**config.mk**
```make
export PLATFORM = sky130hd
export DESIGN_NAME = mem_port_arbiter
export DESIGN_NICKNAME = d
export VERILOG_FILES = /design/src/rtl/mem_port_arbiter_pkg.sv /design/src/rtl/mem_port_arbiter_watchdog.sv /design/src/rtl/mem_port_arbiter.sv
export SDC_FILE = /design/constraint.sdc
export NUM_CORES = 1
export LEC_CHECK = 0
export BUFFER_PORTS_ARGS = -buffer_cell sky130_fd_sc_hd__buf_2
export CAP_MARGIN = 20
export CELL_PAD_IN_SITES_DETAIL_PLACEMENT = 1
export CELL_PAD_IN_SITES_GLOBAL_PLACEMENT = 1
export CORE_ASPECT_RATIO = 1.75
export CORE_MARGIN = 2
export CORE_UTILIZATION = 27
export DETAILED_ROUTE_END_ITERATION = 12
export PLACE_DENSITY_LB_ADDON = 0.1
export SYNTH_ARGS = -nofsm -noshare
export SYNTH_HDL_FRONTEND = slang
export SYNTH_HIERARCHICAL = 1
export SYNTH_SLANG_ARGS = --single-unit
```
**constraint.sdc**
```tcl
create_clock -name clk -period 1.63 [get_ports clk]
set_input_delay 0.326 -clock clk [delete_from_list [all_inputs] [get_ports clk]]
set_output_delay 0.326 -clock clk [all_outputs]
set_load 0.005 [all_outputs]
```
**src/rtl/mem_port_arbiter_pkg.sv**
```systemverilog
// Shared types and defaults for the unified-memory port arbiter.
// Arbiter FSM encodings and the common word width live here so the
// top and any helpers agree on them.
package mem_port_arbiter_pkg;

    localparam int ARB_WORD_SIZE = 16;

    typedef enum logic [1:0] {
        ARB_IDLE  = 2'd0,
        ARB_I_ACC = 2'd1,
        ARB_D_ACC = 2'd2,
        ARB_RESP  = 2'd3
    } arb_state_t;

    // True while a memory access is outstanding (strobes may be high).
    function automatic logic arb_in_access(input arb_state_t s);
        return (s == ARB_I_ACC) || (s == ARB_D_ACC);
    endfunction

endpackage

```
**src/rtl/mem_port_arbiter_watchdog.sv**
```systemverilog
// Access watchdog for the memory port arbiter.
// Counts consecutive cycles with run=1; expired rises combinationally in
// the TIMEOUT_CYCLES-th such cycle so the arbiter can leave on that edge.
module mem_arb_watchdog #(
    parameter int TIMEOUT_CYCLES = 64
) (
    input  logic clk,
    input  logic reset,
    input  logic run,
    output logic expired
);

    localparam int CW = $clog2(TIMEOUT_CYCLES + 1);

    logic [CW-1:0] cnt;

    // Cycle counter, cleared whenever no access is in flight.
    always_ff @(posedge clk) begin
        if (reset || !run) begin
            cnt <= '0;
        end else if (!expired) begin
            cnt <= cnt + CW'(1);
        end
    end

    assign expired = run && (cnt == CW'(TIMEOUT_CYCLES - 1));

endmodule

```
**src/rtl/mem_port_arbiter.sv**
```systemverilog
// Unified-memory port arbiter: IF-stage fetch vs MEM-stage load/store.
// Data wins by default; fetch is forced through after STARVE_LIMIT data
// grants made while it was waiting. Optional access watchdog is built
// when MEM_ARB_TIMEOUT_EN is defined.
import mem_port_arbiter_pkg::*;

module mem_port_arbiter #(
    parameter int WORD_SIZE      = ARB_WORD_SIZE,
    parameter int STARVE_LIMIT   = 4,
    parameter int TIMEOUT_CYCLES = 64
) (
    input  logic                 clk,
    input  logic                 reset,
    input  logic                 i_req,
    input  logic [WORD_SIZE-1:0] i_addr,
    output logic [WORD_SIZE-1:0] i_data,
    output logic                 i_ack,
    input  logic                 d_req,
    input  logic                 d_we,
    input  logic [WORD_SIZE-1:0] d_addr,
    input  logic [WORD_SIZE-1:0] d_wdata,
    output logic [WORD_SIZE-1:0] d_rdata,
    output logic                 d_ack,
    output logic                 mem_readM,
    output logic                 mem_writeM,
    output logic [WORD_SIZE-1:0] mem_address,
    output logic [WORD_SIZE-1:0] mem_wdata,
    input  logic [WORD_SIZE-1:0] mem_rdata,
    input  logic                 mem_ready,
    output logic                 busy,
    output logic                 mem_err
);

    localparam logic [3:0] STARVE_MAX = 4'(STARVE_LIMIT);

    arb_state_t           state, state_next;
    logic [3:0]           starve_cnt;
    logic [WORD_SIZE-1:0] addr_q, wdata_q, resp_q;
    logic                 we_q;
    logic                 owner_d;
    logic                 err_q;

    logic grant_i, grant_d, capture, timeout, expired;

`ifdef MEM_ARB_TIMEOUT_EN
    mem_arb_watchdog #(
        .TIMEOUT_CYCLES(TIMEOUT_CYCLES)
    ) u_watchdog (
        .clk    (clk),
        .reset  (reset),
        .run    (arb_in_access(state)),
        .expired(expired)
    );
`else
    logic unused_timeout;
    assign unused_timeout = |TIMEOUT_CYCLES;
    assign expired        = 1'b0;
`endif

    // Next-state and grant decode; requests are only looked at in IDLE.
    always_comb begin
        state_next = state;
        grant_i    = 1'b0;
        grant_d    = 1'b0;
        capture    = 1'b0;
        timeout    = 1'b0;
        case (state)
            ARB_IDLE: begin
                if (d_req && !(i_req && starve_cnt == STARVE_MAX)) begin
                    grant_d    = 1'b1;
                    state_next = ARB_D_ACC;
                end else if (i_req) begin
                    grant_i    = 1'b1;
                    state_next = ARB_I_ACC;
                end
            end
            ARB_I_ACC, ARB_D_ACC: begin
                if (mem_ready) begin
                    capture    = 1'b1;
                    state_next = ARB_RESP;
                end else if (expired) begin
                    timeout    = 1'b1;
                    state_next = ARB_RESP;
                end
            end
            ARB_RESP: state_next = ARB_IDLE;
            default:  state_next = ARB_IDLE;
        endcase
    end

    // State, latched request, starvation counter and response registers.
    always_ff @(posedge clk) begin
        if (reset) begin
            state      <= ARB_IDLE;
            starve_cnt <= '0;
            addr_q     <= '0;
            wdata_q    <= '0;
            we_q       <= 1'b0;
            owner_d    <= 1'b0;
            resp_q     <= '0;
            err_q      <= 1'b0;
        end else begin
            state <= state_next;
            if (grant_i) begin
                addr_q     <= i_addr;
                we_q       <= 1'b0;
                owner_d    <= 1'b0;
                err_q      <= 1'b0;
                starve_cnt <= '0;
            end
            if (grant_d) begin
                addr_q  <= d_addr;
                wdata_q <= d_wdata;
                we_q    <= d_we;
                owner_d <= 1'b1;
                err_q   <= 1'b0;
                if (i_req && starve_cnt < STARVE_MAX) begin
                    starve_cnt <= starve_cnt + 4'd1;
                end
            end
            if (capture) begin
                resp_q <= mem_rdata;
            end
            if (timeout) begin
                resp_q <= '0;
                err_q  <= 1'b1;
            end
        end
    end

    assign mem_readM   = (state == ARB_I_ACC) || (state == ARB_D_ACC && !we_q);
    assign mem_writeM  = (state == ARB_D_ACC) && we_q;
    assign mem_address = addr_q;
    assign mem_wdata   = wdata_q;
    assign i_ack       = (state == ARB_RESP) && !owner_d;
    assign d_ack       = (state == ARB_RESP) && owner_d;
    assign i_data      = resp_q;
    assign d_rdata     = resp_q;
    assign busy        = (state != ARB_IDLE);
    assign mem_err     = (state == ARB_RESP) && err_q;

endmodule

```
==> qor.csv <==
metric,value,unit
drt-vias-per-instance,4.495,
critPathMaxFanout,5,
cts_buffer_depth,2,
seq_power_share,35.3,%
intPower,3.548,mW
synth_common_cells,"nand2_1 (100), dfxtp_1 (56), a21oi_1 (37)",
drt_iter0_drc,85,
syn_avg_cell_area,7.868,µm²
synth_fp_nets,385,
period_needed,1.579,ns
grt_pass1_wl,11560,µm
coreArea,0.008727,mm²
drt-pass1-iter-count,3,
crit_end,busy,
ys_types,29,
cp_slowest_cell,dfxtp_2,
crit_chain,"inv_1, ha_4, buf_4, inv_1, buf_2",
syn_area,0.002431,mm²
combPwrFrac,45.0,%
drc,0,
path_class,reg2out,
wirelength,7593,µm
nets,508,
ys_warn_count,6,
min_path_cells,3,
grt_max_degree,45,
drv_slew,0,
critical_path_arrival,1.25,ns
swShare,36.21,%
r2r-start,starve_cnt[1],
critPathMaxStageDelay,0.35,ns
area_delta_synth_final,42.15,%
yosysTopAreaCell,dfxtp_1,
vdd_drop_max,0.0005449,V
preCtsSetupSlack,-0.1104,ns
antenna_found_initial,0,
worstPathRequired,1.30,ns
die_area,0.009809,mm²
grt.overflow.total,0,
dr_total_vias,2472,
p_switching,2.015,mW
clock_latency,0.30,ns
hold_viol,0,
synth_area_leaders,"dfxtp_1 (46%), nand2_1 (15%), a21oi_1 (7.6%), a311oi_1 (5.8%), buf_4 (5.6%)",
cts_max_level,2,
critPathLaunchType,flop,
port_buffers,138,
synth_most_common_cell,nand2_1,
cp.depth,5,
synth-seq-area-share,46.11,%
setup_slack,0.05150,ns
grt_pass1_vias,2504,
worstReg2RegEnd,mem_address[3],
synth_edf_count,0,
pwr-share-clk,19.7,%
clockRootBuffer,clkbuf_16,
diodes,0,
startpoint,state[0],
cap_viol_max_count,0,
numCtsBuffers,5,
row_count,45,
synth-async-reset-ratio,0,%
gp_congestion,0.7108,
synth_seq_cells,56,
clock_skew,0.004288,ns
cts_tree,yes,
clkTransAtPathRegs,0.07,ns
dp.final_hpwl,5546,µm
detail_route.wl_per_cell,13.81,µm
p_per_area,1610,mW/mm²
r2r_setup_slack,0.09,ns
crit_top_cell,inv_1,
start_util,27.86,%
track_usage,15.22,%
hold_class,in2reg,
worst_r2r_path_depth,7,
die_x,75.73,µm
ys.flop_type,dfxtp_1,
period_share,96.84,%
postRouteAntennaNets,0,
fin_hold_ws,0.2598,ns
layout-drive-gt1-share,40.42,%
syn_inst,309,
timing.fmax,0.6335,GHz
clock-sinks,56,
critPathTopFamily,buffers and inverters,
setup_violations,0,
dieHeight,129.5,µm
path_buf_inv,4,
p_leak,1.669,nW
final.setup.tns,0,ns
status,finished clean,
worst_setup_path_end_kind,primary output,
synth_top_cell_area_share,46.11,%
io-pin-count,140,
worst min-delay path: cells and delay by family:
kind | cells | cell delay (ns)
buffers and inverters | 1 | 0.09
AO/OA/AOI/OAI | 1 | 0.05
AND/OR/NAND/NOR | 1 | 0.04
timing repair:
| item | in CTS | in global routing |
|---|---|---|
| gates cloned | 0 | 2 |
| setup buffers | 0 | 2 |
| hold buffers | 0 | 0 |
| hold endpoints to repair | 0 | 0 |
| pin swaps | 1 | 7 |
| gates resized for setup | 5 | 10 |
| setup endpoints to repair | 29 | 22 |
flip-flops by register name, indices dropped and copies added, names as in the netlist:
register,flops
d_rdata,16
mem_address,16
mem_wdata,16
starve_cnt,4
state,2
owner_d,1
we_q,1
metrics by stage:
step / instances / utilization (%) / total power [mW] / instance area [µm²]
2_1_floorplan: 309 / - / 3.356 / 2431
3_3_place_gp: 538 / 36.40 / 4.222 / 3177
3_5_place_dp: 538 / 36.40 / 4.283 / 3177
4_1_cts: 546 / 38.25 / 5.435 / 3338
5_1_grt: 550 / 39.60 / 6.040 / 3456
6_report: 550 / 39.60 / 5.563 / 3456
per-layer routing:
metal | GRT usage (%) | vias to the layer above | share of wire, %
li1 | - | 1243 | -
met1 | 15.79 | 1149 | 38
met3 | 3.888 | 4 | 6.7
met2 | 28.54 | 76 | 55
met4 | 4.954 | 0 | 1.0
met5 | 0 | - | 0
power by group through the flow:
stage | Combinational (mW) | Clock (mW) | Sequential (mW)
floorplan | 1.33 | 0 | 2.03
global placement | 2.24 | 0 | 1.99
detailed placement | 2.28 | 0 | 2.00
CTS | 2.31 | 1.16 | 1.97
global route | 2.81 | 1.20 | 2.03
finish | 2.50 | 1.10 | 1.97
cell families (layout without fill, tap and decap cells):
logic type,after synthesis,in the layout,synth area share (%)
AO/OA/AOI/OAI,61,61,16.11
adder cells (fa/ha/maj),6,6,3.088
buffers and inverters,45,169,10.96
flip-flops,56,56,46.11
other,1,1,0.1543
AND/OR/NAND/NOR,140,140,23.57
area by class of cell:
cell class                 instances  area [µm²]
fill                            1099        5271
inverter                           8       30.03
clock buffer                       5       125.1
clock inverter                     3       21.27
timing repair buffer             153       913.4
sequential                        56        1125
tap                              117       146.4
multi-input combinational        208        1095
layout by cell type (no fill, tap or decap), types with 2 or more instances in the layout:
cell	synthesis	routed
a21oi_1	37	36
a311oi_1	16	14
a311oi_2	0	2
and2_1	3	2
buf_12	0	6
buf_2	6	138
buf_4	18	7
clkbuf_16	0	7
dfxtp_1	56	53
dfxtp_2	0	3
ha_1	6	3
ha_2	0	2
inv_1	8	8
nand2_1	100	99
nand3_1	2	2
nor2_1	24	24
nor2b_1	2	2
nor3_1	3	3
nor3b_1	2	2
o21a_1	2	2
worst min path at each step:
stage | slack [ns] | start | endpoint
final | 0.26 | d_wdata[9] | mem_wdata[9]
after global routing | 0.25 | mem_rdata[9] | d_rdata[9]
after CTS | 0.25 | mem_rdata[9] | d_rdata[9]
after detailed placement | 0.45 | mem_wdata[10] | mem_wdata[10]
after global placement | 0.44 | mem_wdata[11] | mem_wdata[11]
after floorplan | 0.45 | owner_d | owner_d
No activity file was read; power rests on OpenSTA's default activity.
